**src/rtl/muldiv_unit_if.sv**
```systemverilog
// Request/response bundle between the execute stage and the iterative RV32M multiply/divide unit.
interface muldiv_unit_if #(
    parameter int WIDTH = 32
);
    logic             start;
    logic             flush;
    logic [2:0]       funct3;
    logic [WIDTH-1:0] a;
    logic [WIDTH-1:0] b;
    logic [WIDTH-1:0] result;
    logic             done;
    logic             stall;

    modport master (output start, flush, funct3, a, b, input result, done, stall);
    modport slave  (input start, flush, funct3, a, b, output result, done, stall);
endinterface

```
**src/rtl/muldiv_unit.sv**
```systemverilog
// Iterative RV32M multiply/divide: one bit per cycle over WIDTH cycles, then a sign-fix cycle,
// with start/done handshake, flush abort and optional single-cycle divide special cases.
module muldiv_unit #(
    parameter int WIDTH     = 32,
    parameter bit EARLY_OUT = 1'b1
) (
    input  logic         clk,
    input  logic         rst_n,
    muldiv_unit_if.slave io
);
    localparam int CW = $clog2(WIDTH);
    localparam logic [CW-1:0]    CNT_INIT = CW'(WIDTH - 1);
    localparam logic [WIDTH-1:0] MIN_VAL  = {1'b1, {(WIDTH-1){1'b0}}};

    typedef enum logic [1:0] {IDLE, CALC, FIX, DONE} state_t;

    state_t             state_q, state_d;
    logic [CW-1:0]      cnt_q, cnt_d;
    logic [2:0]         op_q, op_d;
    logic [WIDTH-1:0]   a_q, a_d;
    logic [WIDTH-1:0]   mb_q, mb_d;
    logic [2*WIDTH-1:0] prod_q, prod_d;
    logic               neg_q, neg_d;
    logic               nega_q, nega_d;
    logic               dz_q, dz_d;
    logic               ovf_q, ovf_d;
    logic [WIDTH-1:0]   result_q, result_d;
    logic               done_q, done_d;

    // Operand decode for the request presented in IDLE.
    logic             in_div, a_sgn, b_sgn, a_neg, b_neg, in_dz, in_ovf;
    logic [WIDTH-1:0] in_ma, in_mb, in_special;

    always_comb begin
        in_div = io.funct3[2];
        a_sgn  = in_div ? ~io.funct3[0] : (io.funct3[1:0] == 2'b01 || io.funct3[1:0] == 2'b10);
        b_sgn  = in_div ? ~io.funct3[0] : (io.funct3[1:0] == 2'b01);
        a_neg  = a_sgn & io.a[WIDTH-1];
        b_neg  = b_sgn & io.b[WIDTH-1];
        in_ma  = a_neg ? -io.a : io.a;
        in_mb  = b_neg ? -io.b : io.b;
        in_dz  = in_div & (io.b == '0);
        in_ovf = in_div & ~io.funct3[0] & (io.a == MIN_VAL) & (&io.b);
        if (in_dz) in_special = io.funct3[1] ? io.a : '1;
        else       in_special = io.funct3[1] ? '0 : MIN_VAL;
    end

    // One iteration step: shift-add for multiply, restoring subtract for divide.
    logic [WIDTH:0]     mul_sum, div_sh, div_diff;
    logic [2*WIDTH-1:0] mul_next, div_next;

    always_comb begin
        mul_sum  = {1'b0, prod_q[2*WIDTH-1:WIDTH]} + (prod_q[0] ? {1'b0, mb_q} : '0);
        mul_next = {mul_sum, prod_q[WIDTH-1:1]};
        div_sh   = {prod_q[2*WIDTH-1:WIDTH], prod_q[WIDTH-1]};
        div_diff = div_sh - {1'b0, mb_q};
        if (!div_diff[WIDTH]) div_next = {div_diff[WIDTH-1:0], prod_q[WIDTH-2:0], 1'b1};
        else                  div_next = {div_sh[WIDTH-1:0],   prod_q[WIDTH-2:0], 1'b0};
    end

    // Sign correction and half selection applied in FIX.
    logic [2*WIDTH-1:0] prod_s;
    logic [WIDTH-1:0]   quo_s, rem_s, fix_res;

    always_comb begin
        prod_s = neg_q  ? -prod_q : prod_q;
        quo_s  = neg_q  ? -prod_q[WIDTH-1:0] : prod_q[WIDTH-1:0];
        rem_s  = nega_q ? -prod_q[2*WIDTH-1:WIDTH] : prod_q[2*WIDTH-1:WIDTH];
        case (op_q)
            3'b000:         fix_res = prod_s[WIDTH-1:0];
            3'b100, 3'b101: fix_res = quo_s;
            3'b110, 3'b111: fix_res = rem_s;
            default:        fix_res = prod_s[2*WIDTH-1:WIDTH];
        endcase
        if (dz_q)       fix_res = op_q[1] ? a_q : '1;
        else if (ovf_q) fix_res = op_q[1] ? '0 : MIN_VAL;
    end

    always_comb begin
        state_d  = state_q;
        cnt_d    = cnt_q;
        op_d     = op_q;
        a_d      = a_q;
        mb_d     = mb_q;
        prod_d   = prod_q;
        neg_d    = neg_q;
        nega_d   = nega_q;
        dz_d     = dz_q;
        ovf_d    = ovf_q;
        result_d = result_q;
        done_d   = 1'b0;
        case (state_q)
            IDLE: if (io.start && !io.flush) begin
                op_d   = io.funct3;
                a_d    = io.a;
                mb_d   = in_mb;
                prod_d = {{WIDTH{1'b0}}, in_ma};
                neg_d  = a_neg ^ b_neg;
                nega_d = a_neg;
                dz_d   = in_dz;
                ovf_d  = in_ovf;
                cnt_d  = CNT_INIT;
                if (EARLY_OUT && (in_dz || in_ovf)) begin
                    result_d = in_special;
                    done_d   = 1'b1;
                    state_d  = DONE;
                end else begin
                    state_d  = CALC;
                end
            end
            CALC: begin
                prod_d = op_q[2] ? div_next : mul_next;
                if (cnt_q == '0) state_d = FIX;
                else             cnt_d   = cnt_q - 1'b1;
            end
            FIX: begin
                result_d = fix_res;
                done_d   = 1'b1;
                state_d  = DONE;
            end
            default: state_d = IDLE;
        endcase
        // A kill never produces a completion; in DONE the pulse is already registered.
        if (io.flush) begin
            state_d  = IDLE;
            done_d   = 1'b0;
            result_d = result_q;
        end
    end

    always_ff @(posedge clk or negedge rst_n) begin
        if (!rst_n) begin
            state_q  <= IDLE;
            cnt_q    <= '0;
            op_q     <= '0;
            a_q      <= '0;
            mb_q     <= '0;
            prod_q   <= '0;
            neg_q    <= 1'b0;
            nega_q   <= 1'b0;
            dz_q     <= 1'b0;
            ovf_q    <= 1'b0;
            result_q <= '0;
            done_q   <= 1'b0;
        end else begin
            state_q  <= state_d;
            cnt_q    <= cnt_d;
            op_q     <= op_d;
            a_q      <= a_d;
            mb_q     <= mb_d;
            prod_q   <= prod_d;
            neg_q    <= neg_d;
            nega_q   <= nega_d;
            dz_q     <= dz_d;
            ovf_q    <= ovf_d;
            result_q <= result_d;
            done_q   <= done_d;
        end
    end

    assign io.result = result_q;
    assign io.done   = done_q;
    assign io.stall  = (state_q == IDLE && io.start && !io.flush) || state_q == CALC || state_q == FIX;
endmodule

```
**src/flat_wrapper.sv**
```systemverilog
// flat-port wrapper written by rule: the top's interface ports become plain ports
module muldiv_unit_flat 
#(
    parameter int WIDTH     = 32,
    parameter bit EARLY_OUT = 1'b1
)
  (clk, rst_n, io_start, io_flush, io_funct3, io_a, io_b, io_result, io_done, io_stall);
  muldiv_unit_if #(.WIDTH(WIDTH)) io_i ();
  input  logic clk;
  input  logic rst_n;
  input wire logic [$bits(io_i.start)-1:0] io_start;
  input wire logic [$bits(io_i.flush)-1:0] io_flush;
  input wire logic [$bits(io_i.funct3)-1:0] io_funct3;
  input wire logic [$bits(io_i.a)-1:0] io_a;
  input wire logic [$bits(io_i.b)-1:0] io_b;
  output wire logic [$bits(io_i.result)-1:0] io_result;
  output wire logic [$bits(io_i.done)-1:0] io_done;
  output wire logic [$bits(io_i.stall)-1:0] io_stall;
  assign io_i.start = io_start;
  assign io_i.flush = io_flush;
  assign io_i.funct3 = io_funct3;
  assign io_i.a = io_a;
  assign io_i.b = io_b;
  assign io_result = io_i.result;
  assign io_done = io_i.done;
  assign io_stall = io_i.stall;
  muldiv_unit #(.WIDTH(WIDTH), .EARLY_OUT(EARLY_OUT)) u_core (.clk(clk), .rst_n(rst_n), .io(io_i));
endmodule
```
**config.mk**
```make
export PLATFORM = sky130hd
export DESIGN_NAME = muldiv_unit_flat
export DESIGN_NICKNAME = d
export VERILOG_FILES = /design/src/rtl/muldiv_unit_if.sv /design/src/rtl/muldiv_unit.sv /design/src/flat_wrapper.sv
export SDC_FILE = /design/constraint.sdc
export NUM_CORES = 1
export LEC_CHECK = 0
export BUFFER_PORTS_ARGS = -buffer_cell sky130_fd_sc_hd__buf_2
export CAP_MARGIN = 20
export CORE_ASPECT_RATIO = 0.8
export CORE_MARGIN = 4
export CORE_UTILIZATION = 62
export DETAILED_ROUTE_END_ITERATION = 16
export PLACE_DENSITY = 0.81
export SYNTH_ARGS = -nofsm -noshare
export SYNTH_HDL_FRONTEND = slang
export SYNTH_SLANG_ARGS = --single-unit
```
**constraint.sdc**
```tcl
create_clock -name clk -period 8.5 [get_ports clk]
set_clock_uncertainty 0.1 [all_clocks]
set_input_delay 0.85 -clock clk [delete_from_list [all_inputs] [get_ports clk]]
set_output_delay 0.85 -clock clk [all_outputs]
set_load 0.03 [all_outputs]
```
=== Word level (Yosys, flattened, before mapping) ===
Index checks and enable logic that the tools add are counted.
W data, S select, Z words.

* Eq/ne operators: 14
* $add $sub $neg: 8
* Bitwise gates (word level): 9
* Muxes and demuxes: 35
* Reduce and logical (&&, ||, !) cells: 22

{| class="wikitable"
|+ Operators with widths
! kind !! count
|-
| $mux W32 || 14
|-
| $mux W64 || 4
|-
| $neg A32 Y32 || 4
|-
| $pmux W64 S2 || 1
|-
| $pmux W32 S3 || 1
|-
| $neg A64 Y64 || 1
|-
| $pmux W32 S2 || 1
|-
| $add A32 B33 Y33 || 1
|-
| $sub A33 B32 Y33 || 1
|-
| $eq A32 B32 Y1 const B || 1
|-
| $logic_not A32 Y1 || 1
|-
| $reduce_and A32 Y1 || 1
|-
| $eq A3 B3 Y1 const B || 4
|-
| $mux W5 || 2
|-
| $pmux W5 S2 || 1
|-
| $mux W2 || 4
|-
| $and A1 B1 Y1 || 6
|-
| $ne A3 B2 Y1 const B || 2
|-
| $pmux W2 S3 || 1
|-
| $reduce_and A2 Y1 || 3
|-
| $logic_not A5 Y1 || 1
|-
| $mux W1 || 5
|-
| $sub A5 B1 Y5 const B || 1
|-
| $eq A2 B1 Y1 const B || 2
|-
| 15 further kinds || 25
|}

* Output and inout bits: 34
* Word-level logic and storage cells: 100
* Register bits: 175
* Input bits: 71

=== Logic depth before layout (Yosys ltp) ===
Gate-level depths: netlist of run 1.

* Word-level depth: 9
* Mapped depth: 15
* Depth with buffers taken out: 14

=== Least setup slack after synthesis of run 1 ===
No wires, ideal clock.

* Kind: reg2reg
* Start point: reg u_core.prod_q[32]
* End point: reg u_core.prod_q[62]
* Path slack: 4.773 ns
* Arrival: 3.536 ns
* Period minus slack after synthesis: 3.727 ns
* Library setup time: 0.090 ns
* Data required time: 8.310 ns
* Cell stages (with the launch flop): 15
* Path buffers: 3
* Cell sequence: dfrtp_1 clkbuf_1 inv_1 fa_1 nor2b_1 o211ai_1 a31oi_1 a31o_2 nor4bb_1 nor2_1 a311oi_2 clkbuf_1 buf_1 a21oi_1 o221ai_1

* Longest elaborated chain between the ends: 4
* Elaborated cells between the ends (all ways): 5
* Those cells by class: add/sub: 2; mux: 3

{| class="wikitable"
|+ Ends and longest elaborated chain
! item !! RTL line !! source
|-
| start: declaration || muldiv_unit.sv:22 || <nowiki>logic [2*WIDTH-1:0] prod_q, prod_d;</nowiki>
|-
| start signal: assignment || muldiv_unit.sv:151 || <nowiki>prod_q <= prod_d;</nowiki>
|-
| $sub A33 B32 Y33 || muldiv_unit.sv:56 || <nowiki>div_diff = div_sh - {1'b0, mb_q};</nowiki>
|-
| $mux W64 || muldiv_unit.sv:57 || <nowiki>if (!div_diff[WIDTH]) div_next = {div_diff[WIDTH-1:0], prod_q[WIDTH-2:0], 1'b1};</nowiki>
|-
| $mux W64 (*) || muldiv_unit.sv:112 || <nowiki>prod_d = op_q[2] ? div_next : mul_next;</nowiki>
|-
| $pmux W64 S2 (*) || muldiv_unit.sv:92 || <nowiki>case (state_q)</nowiki>
|}

Mark *: on every way between the ends. The rest lies on a longest branch, timed or not.
A chain may end at the register's enable or synchronous reset.

=== Final worst setup path of run 1 ===
* Start point: reg u_core.prod_q[31]
* End point: reg u_core.prod_q[57]

* Longest elaborated chain between the ends: 4

{| class="wikitable"
|+ Ends and longest elaborated chain
! item !! RTL line
|-
| $sub A33 B32 Y33 || muldiv_unit.sv:56
|-
| $mux W64 || muldiv_unit.sv:57
|-
| $mux W64 || muldiv_unit.sv:112
|-
| $pmux W64 S2 || muldiv_unit.sv:92
|}

Every way passes these cells.

==> summary by stage, run 1 <==
Finish
From synthesis to final layout, the design area changed by 7.11%. The post-layout instance area is 16900 um^2. Summing all flip-flop and latch instances after layout gives 4380 um^2. The area used by multi-input combinational logic is 10600 um^2. At the end of the flow the core is filled with cells to 68.6%. After the flow finishes, the layout carries non-filler instances totaling 2447. The number of nets in the layout is 2265. The antenna diode count is 0. The filler cells instantiated in the layout total 2105. The post-route netlist has 9.58% of its cells at a drive strength greater than 1.

Critical path
For the worst setup path, the data arrival time is 4.86 ns. The kind of start point of the critical path is a flop. The endpoint type of the worst setup path is a flop. The required time of the critical path is 8.73 ns. The maximum fanout count along the critical path is 61. The classification of the worst setup path is flop to flop.

Floorplanning
Measured along the y axis, the die boundary spans 151 um. For this configuration, the core starts out at a cell density of 64.0%. In this run the count of I/O pins placed on the die edge is 105. The core region is 24700 um^2. The die is 187 um wide. The die covers 28100 um^2. The floorplan has 51 rows.

CTS
The total CTS buffers is 17. Once the clock tree was built, the setup fixing pass inserted 0 buffers. The buffer cell driving the clock tree root is sky130_fd_sc_hd__clkbuf_16. TritonCTS built the clock tree.

The maximum number of buffers from clock root to sink is 2. The clock reaches the later pin of the worst-skew pair after 0.46 ns. The clock edge transition at the registers on the reported setup and hold paths is 0.08 ns. The H-tree generated during clock tree synthesis spans 4 levels. The number of clock sinks is 175. After clock tree synthesis, the repair step resized 0 gates.

The number of hold buffers added after CTS was 0.

Drt
For this run, the detailed router's first-pass iteration total came to 8. Across all layers, the routed design uses 16191 vias. Dividing the detail-routed wire length by the instance count gives 21.0 um. Using the TritonRoute via totals, the vias-per-cell ratio works out to 6.62. The detailed-route DRC error count is 0. The detail route stage leaves a number of antenna-violating nets equal to 0.

Summed over all layers, the routed wires come to 51300 um. The number of design-rule violations left by the first detailed-router iteration is 1966.

Timing
Setup violations remaining at the end of the flow were counted as 0. Measured against its own limit, the worst slew margin works out to 23.8%. The period utilization is 54.5%. At the pin with the least slew margin, the transition time is 1.14 ns.

The tightest hold margin is 0.377 ns. The setup TNS after final layout is 0 ns. The maximum clock frequency is 216 MHz.

The minimum period implied by the final worst setup slack is 4.63 ns. The hold violation total from the final report is 0. After layout, the worst setup slack is 3.87 ns.

Setup repair after global routing left no endpoint under its margin. The max-slew violation count was 0.

Run status
The flow ran to the end, and the final reports show no timing, DRC or antenna violations.

Yosys
The synthesized design contains 0 enable-type register cells. The most used flip-flop cell after synthesis is sky130_fd_sc_hd__dfrtp_1. In this run, synthesis produced a sequential element count of 175. The count of distinct cell types in the synthesized netlist is 74. The mean instance size in the synthesized netlist is 7.47 um^2. Sorting the synthesized cells by area gives the leading types as sky130_fd_sc_hd__dfrtp_1, sky130_fd_sc_hd__o21ai_0, sky130_fd_sc_hd__nand2_1. The post-synthesis sequential area ratio is 27.7%. The number of nets in the synthesized netlist is 2267. Sorting the synthesized cells by how often they occur yields sky130_fd_sc_hd__nand2_1, sky130_fd_sc_hd__o21ai_0, sky130_fd_sc_hd__dfrtp_1. The area fraction of the dominant cell type after synthesis is 27.7%.

By instance count, the leading cell after synthesis is sky130_fd_sc_hd__nand2_1. After synthesis the cells add up to 15800 um^2. The number of warning messages in the yosys log is 0. The instance count of the mapped netlist is 2118. Of all cell types, the one taking the most synthesized area is sky130_fd_sc_hd__dfrtp_1. For this run, asynchronously set or reset flops after synthesis account for 100%.

Pwr
Summed over all cells, the static leakage comes to 7.60 nW. The power density over the cells is 423 nW/um^2. The worst-case IR drop observed on VDD is 257 uV.

The design draws 7.16 mW.

Global routing
Summed over all layers, the global routing overflow is 0. Entering global routing, the biggest net connects 103 pins. The number of antenna violations at the first check in global routing is 1.

The met2 track demand over resource is 51.8%. The met3 track demand over resource is 10.9%. The aggregate global-route resource usage is 35.6%. For met1 alone, demand over resource in global routing was 50.9%. The via count of the first global-routing pass is 14987. The first-pass GRT wire length is 80900 um. The busiest layer in global routing is met2.

Placed design
Detailed placement ended at an HPWL of 37200 um. The count of buffers added on input and output ports is 104. The placement-stage cell area is 16300 um^2. The cell count after placement is 2414. Before CTS, the worst setup slack after placement is 3.40 ns. The routability congestion estimate is 0.980.

Min path
The class of the tightest hold or removal check is flop to flop.

Flow run
Max-cap violations in this run came to 0.
==> power by group <==
group | total [mW] | switching, mW | internal (mW)
logic | 4.66 | 2.94 | 1.72
clock network | 0.810 | 0.383 | 0.427
registers | 1.69 | 0.510 | 1.18
==> cells by family after synthesis <==
group / Yosys count / share of synthesized area (%)
and+or+nand+nor: 729 / 21.1
DFF: 175 / 27.7
xor gates and xnor gates: 189 / 10.5
AOI/OAI and AO/OA: 687 / 26.4
adders and majority gates: 78 / 6.27
muxes: 42 / 2.67
buffers and inverters: 218 / 5.37
==> placed cells by master (no fill, tap or decap), drive strengths merged, types with 5 or more instances in the layout <==
| master | synthesis | routed |
|---|---|---|
| ha | 76 | 76 |
| o31ai | 33 | 33 |
| o22ai | 10 | 10 |
| mux2i | 40 | 40 |
| dfrtp | 175 | 175 |
| and3 | 12 | 12 |
| o21a | 12 | 12 |
| nor2b | 11 | 11 |
| nor3 | 33 | 33 |
| nand4 | 17 | 17 |
| buf | 18 | 126 |
| nand2 | 333 | 333 |
| or2 | 22 | 22 |
| a221oi | 11 | 11 |
| a211o | 5 | 5 |
| nand3 | 34 | 34 |
| a21o | 29 | 29 |
| a22oi | 25 | 25 |
| o31a | 6 | 6 |
| o41ai | 11 | 11 |
| o211a | 6 | 6 |
| or4 | 21 | 21 |
| a21oi | 143 | 143 |
| o211ai | 15 | 15 |
| a222oi | 6 | 6 |
| and2 | 11 | 11 |
| o21ai | 292 | 292 |
| a31oi | 24 | 24 |
| nor2 | 158 | 158 |
| clkbuf | 129 | 20 |
| xnor2 | 112 | 112 |
| o221ai | 18 | 18 |
| nand2b | 20 | 20 |
| inv | 71 | 76 |
| nor4 | 19 | 19 |
| or3 | 24 | 24 |
| xor2 | 77 | 77 |
| a211oi | 11 | 11 |
==> cell type report <==
type                            instances  area share [%]
Clock inverter                         12           0.739
Timing Repair Buffer                  126            4.09
Inverter                               71            1.57
Tap cell                              318            2.35
Sequential cell                       175            25.9
Multi-Input combinational cell       1725            62.7
Clock buffer                           20            2.70
==> state kept, by name, indices dropped and copies added, names as in the netlist <==
register,cells
u_core.dz_q,1
u_core.prod_q,64
u_core.mb_q,32
u_core.io.result,32
u_core.state_q,2
u_core.io.done,1
u_core.ovf_q,1
u_core.cnt_q,5
u_core.nega_q,1
u_core.a_q,32
u_core.op_q,3
u_core.neg_q,1
==> final timing paths <==
path,startpoint,endpoint,slack (ns),cells after the start
min in group asynchronous,rst_n,u_core.prod_q[42],0.39,1
worst min-delay path,u_core.io.result[13],u_core.io.result[13],0.38,2
worst max-delay path,u_core.prod_q[31],u_core.prod_q[57],3.87,14
worst max register to register,u_core.prod_q[31],u_core.prod_q[57],3.87,14
max in group asynchronous,rst_n,u_core.ovf_q,6.35,2
worst min register to register,u_core.io.result[13],u_core.io.result[13],0.38,2
==> routing by layer <==
layer  up-vias  wire, um
li1       7519         -
met1      7621     22100
met2       934     21300
met3       117      6360
met4         0      1520
met5         -         0
==> critical path, cell delays in order, from the launching register on <==
cell and delay (ns):
sky130_fd_sc_hd__dfrtp_1 0.44, sky130_fd_sc_hd__inv_1 0.12, sky130_fd_sc_hd__ha_1 0.30, sky130_fd_sc_hd__fa_1 0.43
sky130_fd_sc_hd__nor2b_1 0.25, sky130_fd_sc_hd__o211ai_1 0.17, sky130_fd_sc_hd__a31oi_1 0.30, sky130_fd_sc_hd__a31o_2 0.29
sky130_fd_sc_hd__nor4bb_1 0.41, sky130_fd_sc_hd__nor2_1 0.17, sky130_fd_sc_hd__a311oi_4 0.26, sky130_fd_sc_hd__buf_4 0.55
sky130_fd_sc_hd__mux2_2 0.40, sky130_fd_sc_hd__a22oi_1 0.15, sky130_fd_sc_hd__o21ai_0 0.10
Power figures use the tool's default switching activity.
==> run 2, diff against run 1 <==
Settings changed: CORE_UTILIZATION 62 to 57, PLACE_DENSITY 0.81 to 0.79.
Clock period 8.5 ns to 3.9 ns, I/O delays scaled along.
==> run 2 against run 1 <==
Global-route usage decreased by 1.2 points. Final cell count increased by 4.9%. First-iteration DRC count increased by 7.4%. Critical path depth decreased by 2. Worst hold slack got worse by 0.29 ns. Non-clock buffer count increased by 75. Wire length increased by 4.9%.
==> summary by stage, run 2 (synthesized netlist as in run 1, its figures left out) <==
Floorplanning
The starting density of the core came to 57.9% (was 64.0%). The area of the core was 27300 um^2 (was 24700 um^2). The I/O pin count was 105 (unchanged).

The height of the die is 157 um (was 151 um). The number of core rows was 54 (was 51). The area of the die is 30500 um^2 (was 28100 um^2). The die extent in x is 194 um (was 187 um).

Timing
The tightest hold margin was 0.0903 ns (was 0.377 ns). The setup-violating endpoint count in the final report is 0 (unchanged). The final worst setup slack is 0.124 ns (was 3.87 ns). The setup TNS after final layout came to 0 ns (unchanged). The max-slew violation count was 0 (unchanged).

The minimum period implied by the final worst setup slack came to 3.78 ns (was 4.63 ns). The slew of the pin with the lowest slew margin is 0.957 ns (was 1.14 ns). RSZ-0062 raised after global routing: no (unchanged). The normalized max-slew margin is 36.2% (was 23.8%).

The hold violation total from the final report is 0 (unchanged). The maximum clock frequency is 265 MHz (was 216 MHz). The period utilization is 96.8% (was 54.5%).

Global routing
The overall overflow remaining after global route was 0 (unchanged). The number of antenna violations at the first check in global routing is 0 (was 1). The aggregate global-route resource usage is 34.4% (was 35.6%). The via count of the first global-routing pass is 15463 (was 14987). The first-pass GRT wire length is 84900 um (was 80900 um). The maximum number of pins on one net before global-route repair came to 89 (was 103).

Pwr
The peak supply drop is 813 uV (was 257 uV). The internal power of the cells came to 7.64 mW (was 3.32 mW). The power spent charging and discharging nets was 8.53 mW (was 3.83 mW). The switching power share of the total came to 52.8% (was 53.6%). The total chip power was 16.2 mW (was 7.16 mW). The combinational share of power came to 67.5% (was 65.1%). The static leakage power is 8.00 nW (was 7.60 nW). The clock share of power is 10.9% (was 11.3%). The power density over the cells is 917 nW/um^2 (was 423 nW/um^2).

The share of power burned in registers is 21.6% (was 23.6%).

Drt
The detailed-route DRC error count is 0 (unchanged). The via count of the routed design is 16685 (was 16191). The remaining number of nets flagged by the antenna check after routing is 0 (unchanged). The mean routed wirelength per cell was 21.0 um (about the same). The number of design-rule violations left by the first detailed-router iteration is 2111 (was 1966). The number of iterations in the first detailed-routing pass was 6 (was 8). The routed wire length is 53800 um (was 51300 um). The vias per cell is 6.50 (was 6.62).

Critical path
The number of cells traversed by the worst register-to-register path is 12 (was 14). The capture point of the worst reg-to-reg path was u_core.io.result[27] (was u_core.prod_q[57]). The endpoint type of the worst setup path is a flop (unchanged). The kind of start point of the critical path is a flop (unchanged). The required time of the critical path is 4.13 ns (was 8.73 ns).

Ordered list of cells on the worst path: or4_1 -> nor4_1 -> buf_4 -> nand2_1 -> or3_1 -> o21ai_1 -> xnor2_1 -> a222oi_1 -> buf_4 -> nor2_1 -> a221oi_2 -> o31ai_2 (was inv_1 -> ha_1 -> fa_1 -> nor2b_1 -> o211ai_1 -> a31oi_1 -> a31o_2 -> nor4bb_1 -> nor2_1 -> a311oi_4 -> buf_4 -> mux2_2 -> a22oi_1 -> o21ai_0). The setup slack of the worst register-to-register path came to 0.12 ns (was 3.87 ns). The cell with the biggest individual delay on the critical path is sky130_fd_sc_hd__or4_1 (was sky130_fd_sc_hd__buf_4). The launching point of the worst reg2reg path was u_core.prod_q[5] (was u_core.prod_q[31]). The arrival time at the worst endpoint is 4.01 ns (was 4.86 ns). The library cell appearing most often on the critical path is sky130_fd_sc_hd__buf_4.

The biggest cell delay along the critical path was 0.61 ns (was 0.55 ns). The classification of the worst setup path is flop to flop (unchanged). The maximum fanout count along the critical path is 6 (was 61).

Placed design
The worst slack at placement is 0.129 ns (was 3.40 ns). The cell count after placement is 2535 (was 2414). The number of buffers inserted by port buffering came to 104 (unchanged). The routability congestion estimate is 0.994 (was 0.980).

The detailed-placement wirelength estimate was 40100 um (was 37200 um). The placement-stage cell area is 17000 um^2 (was 16300 um^2).

Finish
The register bank with the most flops is u_core.prod_q (unchanged). Most frequent cells in the layout: sky130_fd_sc_hd__nand2_1, sky130_fd_sc_hd__o21ai_0, sky130_fd_sc_hd__dfrtp_1, sky130_fd_sc_hd__nor2_1, sky130_fd_sc_hd__a21oi_1 (unchanged). The flip-flop count of the largest register, all copies and words added is 64 (unchanged). The number of nets in the layout was 2340 (was 2265). The fraction of layout instances using a drive strength above 1 came to 12.7% (was 9.58%).

The antenna diode count was 0 (unchanged). The fraction of the core area covered by cells at the end of the flow was 64.6% (was 68.6%). The most frequent standard cell in the layout excluding fill and tap cells is sky130_fd_sc_hd__nand2_1 (unchanged).

The post-layout instance area is 17600 um^2 (was 16900 um^2). The area growth from synthesis to layout is 11.5% (was 7.11%). The final instance count without filler cells is 2567 (was 2447).

CTS
The H-tree level count is 4 (unchanged). The number of clock sinks came to 175 (unchanged). The maximum number of buffers from clock root to sink is 2 (unchanged). The total CTS buffers is 17 (unchanged).

The CTS tree is yes (unchanged). The clock edge transition at the registers on the reported setup and hold paths came to 0.07 ns (was 0.08 ns). The number of setup buffers added after CTS is 0 (unchanged). The clock latency on the worst-skew pair is 0.45 ns (was 0.46 ns). The buffer cell driving the clock tree root is sky130_fd_sc_hd__clkbuf_16 (unchanged).

Flow run
The max capacitance violation total is 0 (unchanged).

Min path
The startpoint of the worst hold path is io_flush (was u_core.io.result[13]). The capture endpoint of the worst hold path is u_core.state_q[1] (was u_core.io.result[13]). The class of the tightest hold or removal check is input pin to flop (was flop to flop). The depth of the worst hold-timing path came to 2 (unchanged).

Run status
Run status: completed (unchanged).
-- run 2: cell count changes in the layout (fill, tap and decap cells not counted), sizes merged --
| cell | previous run | this run |
|---|---|---|
| clkinvlp | 4 | 3 |
| dlygate4sd3 | 0 | 1 |
| buf | 126 | 199 |
| clkinv | 2 | 3 |
-- run 2: worst max-delay path by stage --
| stage | startpoint | endpoint | slack (ns) | cells after the start |
|---|---|---|---|---|
| 6_report | u_core.prod_q[5] | u_core.io.result[27] | 0.12 | 12 |
| 5_1_grt | u_core.prod_q[0] | u_core.prod_q[61] | 0.0005 | 14 |
| 4_1_cts | u_core.prod_q[5] | u_core.io.result[27] | 0.10 | 12 |
| 3_5_place_dp | u_core.prod_q[5] | u_core.io.result[27] | 0.13 | 12 |
| 3_3_place_gp | u_core.prod_q[5] | u_core.io.result[27] | 0.22 | 12 |
| 2_1_floorplan | u_core.prod_q[32] | u_core.prod_q[62] | 0.17 | 14 |
-- run 2: timing repair --
item                                   4_1_cts  5_1_grt
setup endpoints to repair                    0       16
resized for setup                            0        7
hold buffers                                 1        0
endpoints found under the hold margin       86        0
-- run 2: critical path: cells and delay by family, from the launching register on --
kind,cells,cell delay [ns]
buffers and inverters,2,0.41
AO/OA/AOI/OAI,4,1.01
AND/OR/NAND/NOR,5,1.49
XOR/XNOR,1,0.17
flip-flops,1,0.46
-- run 2: metal layers --
layer  vias up  wire length [um]  GRT usage [%]
li1       7681                 -              -
met1      7853             23100           50.1
met2      1028             22300           50.2
met3       123              6990           9.39
met4         0              1440           10.1
met5         -                 0              0
-- run 2: final cells by class --
class                           instances  area [um^2]
Multi-Input combinational cell       1725        10600
Fill cell                            2415         9670
Sequential cell                       175         4380
Timing Repair Buffer                  201         1310
Tap cell                              364          455
Clock buffer                           19          453
Inverter                               71          267
Clock inverter                         12          125
-- run 2: power by group through the flow --
stage / logic (mW) / registers [mW] / clock network (mW)
after floorplan: 7.48 / 3.30 / 0
after global placement: 10.3 / 3.43 / 0
after detailed placement: 10.5 / 3.46 / 0
after CTS: 10.6 / 3.44 / 1.76
after global routing: 11.9 / 3.58 / 1.83
final: 10.9 / 3.50 / 1.76
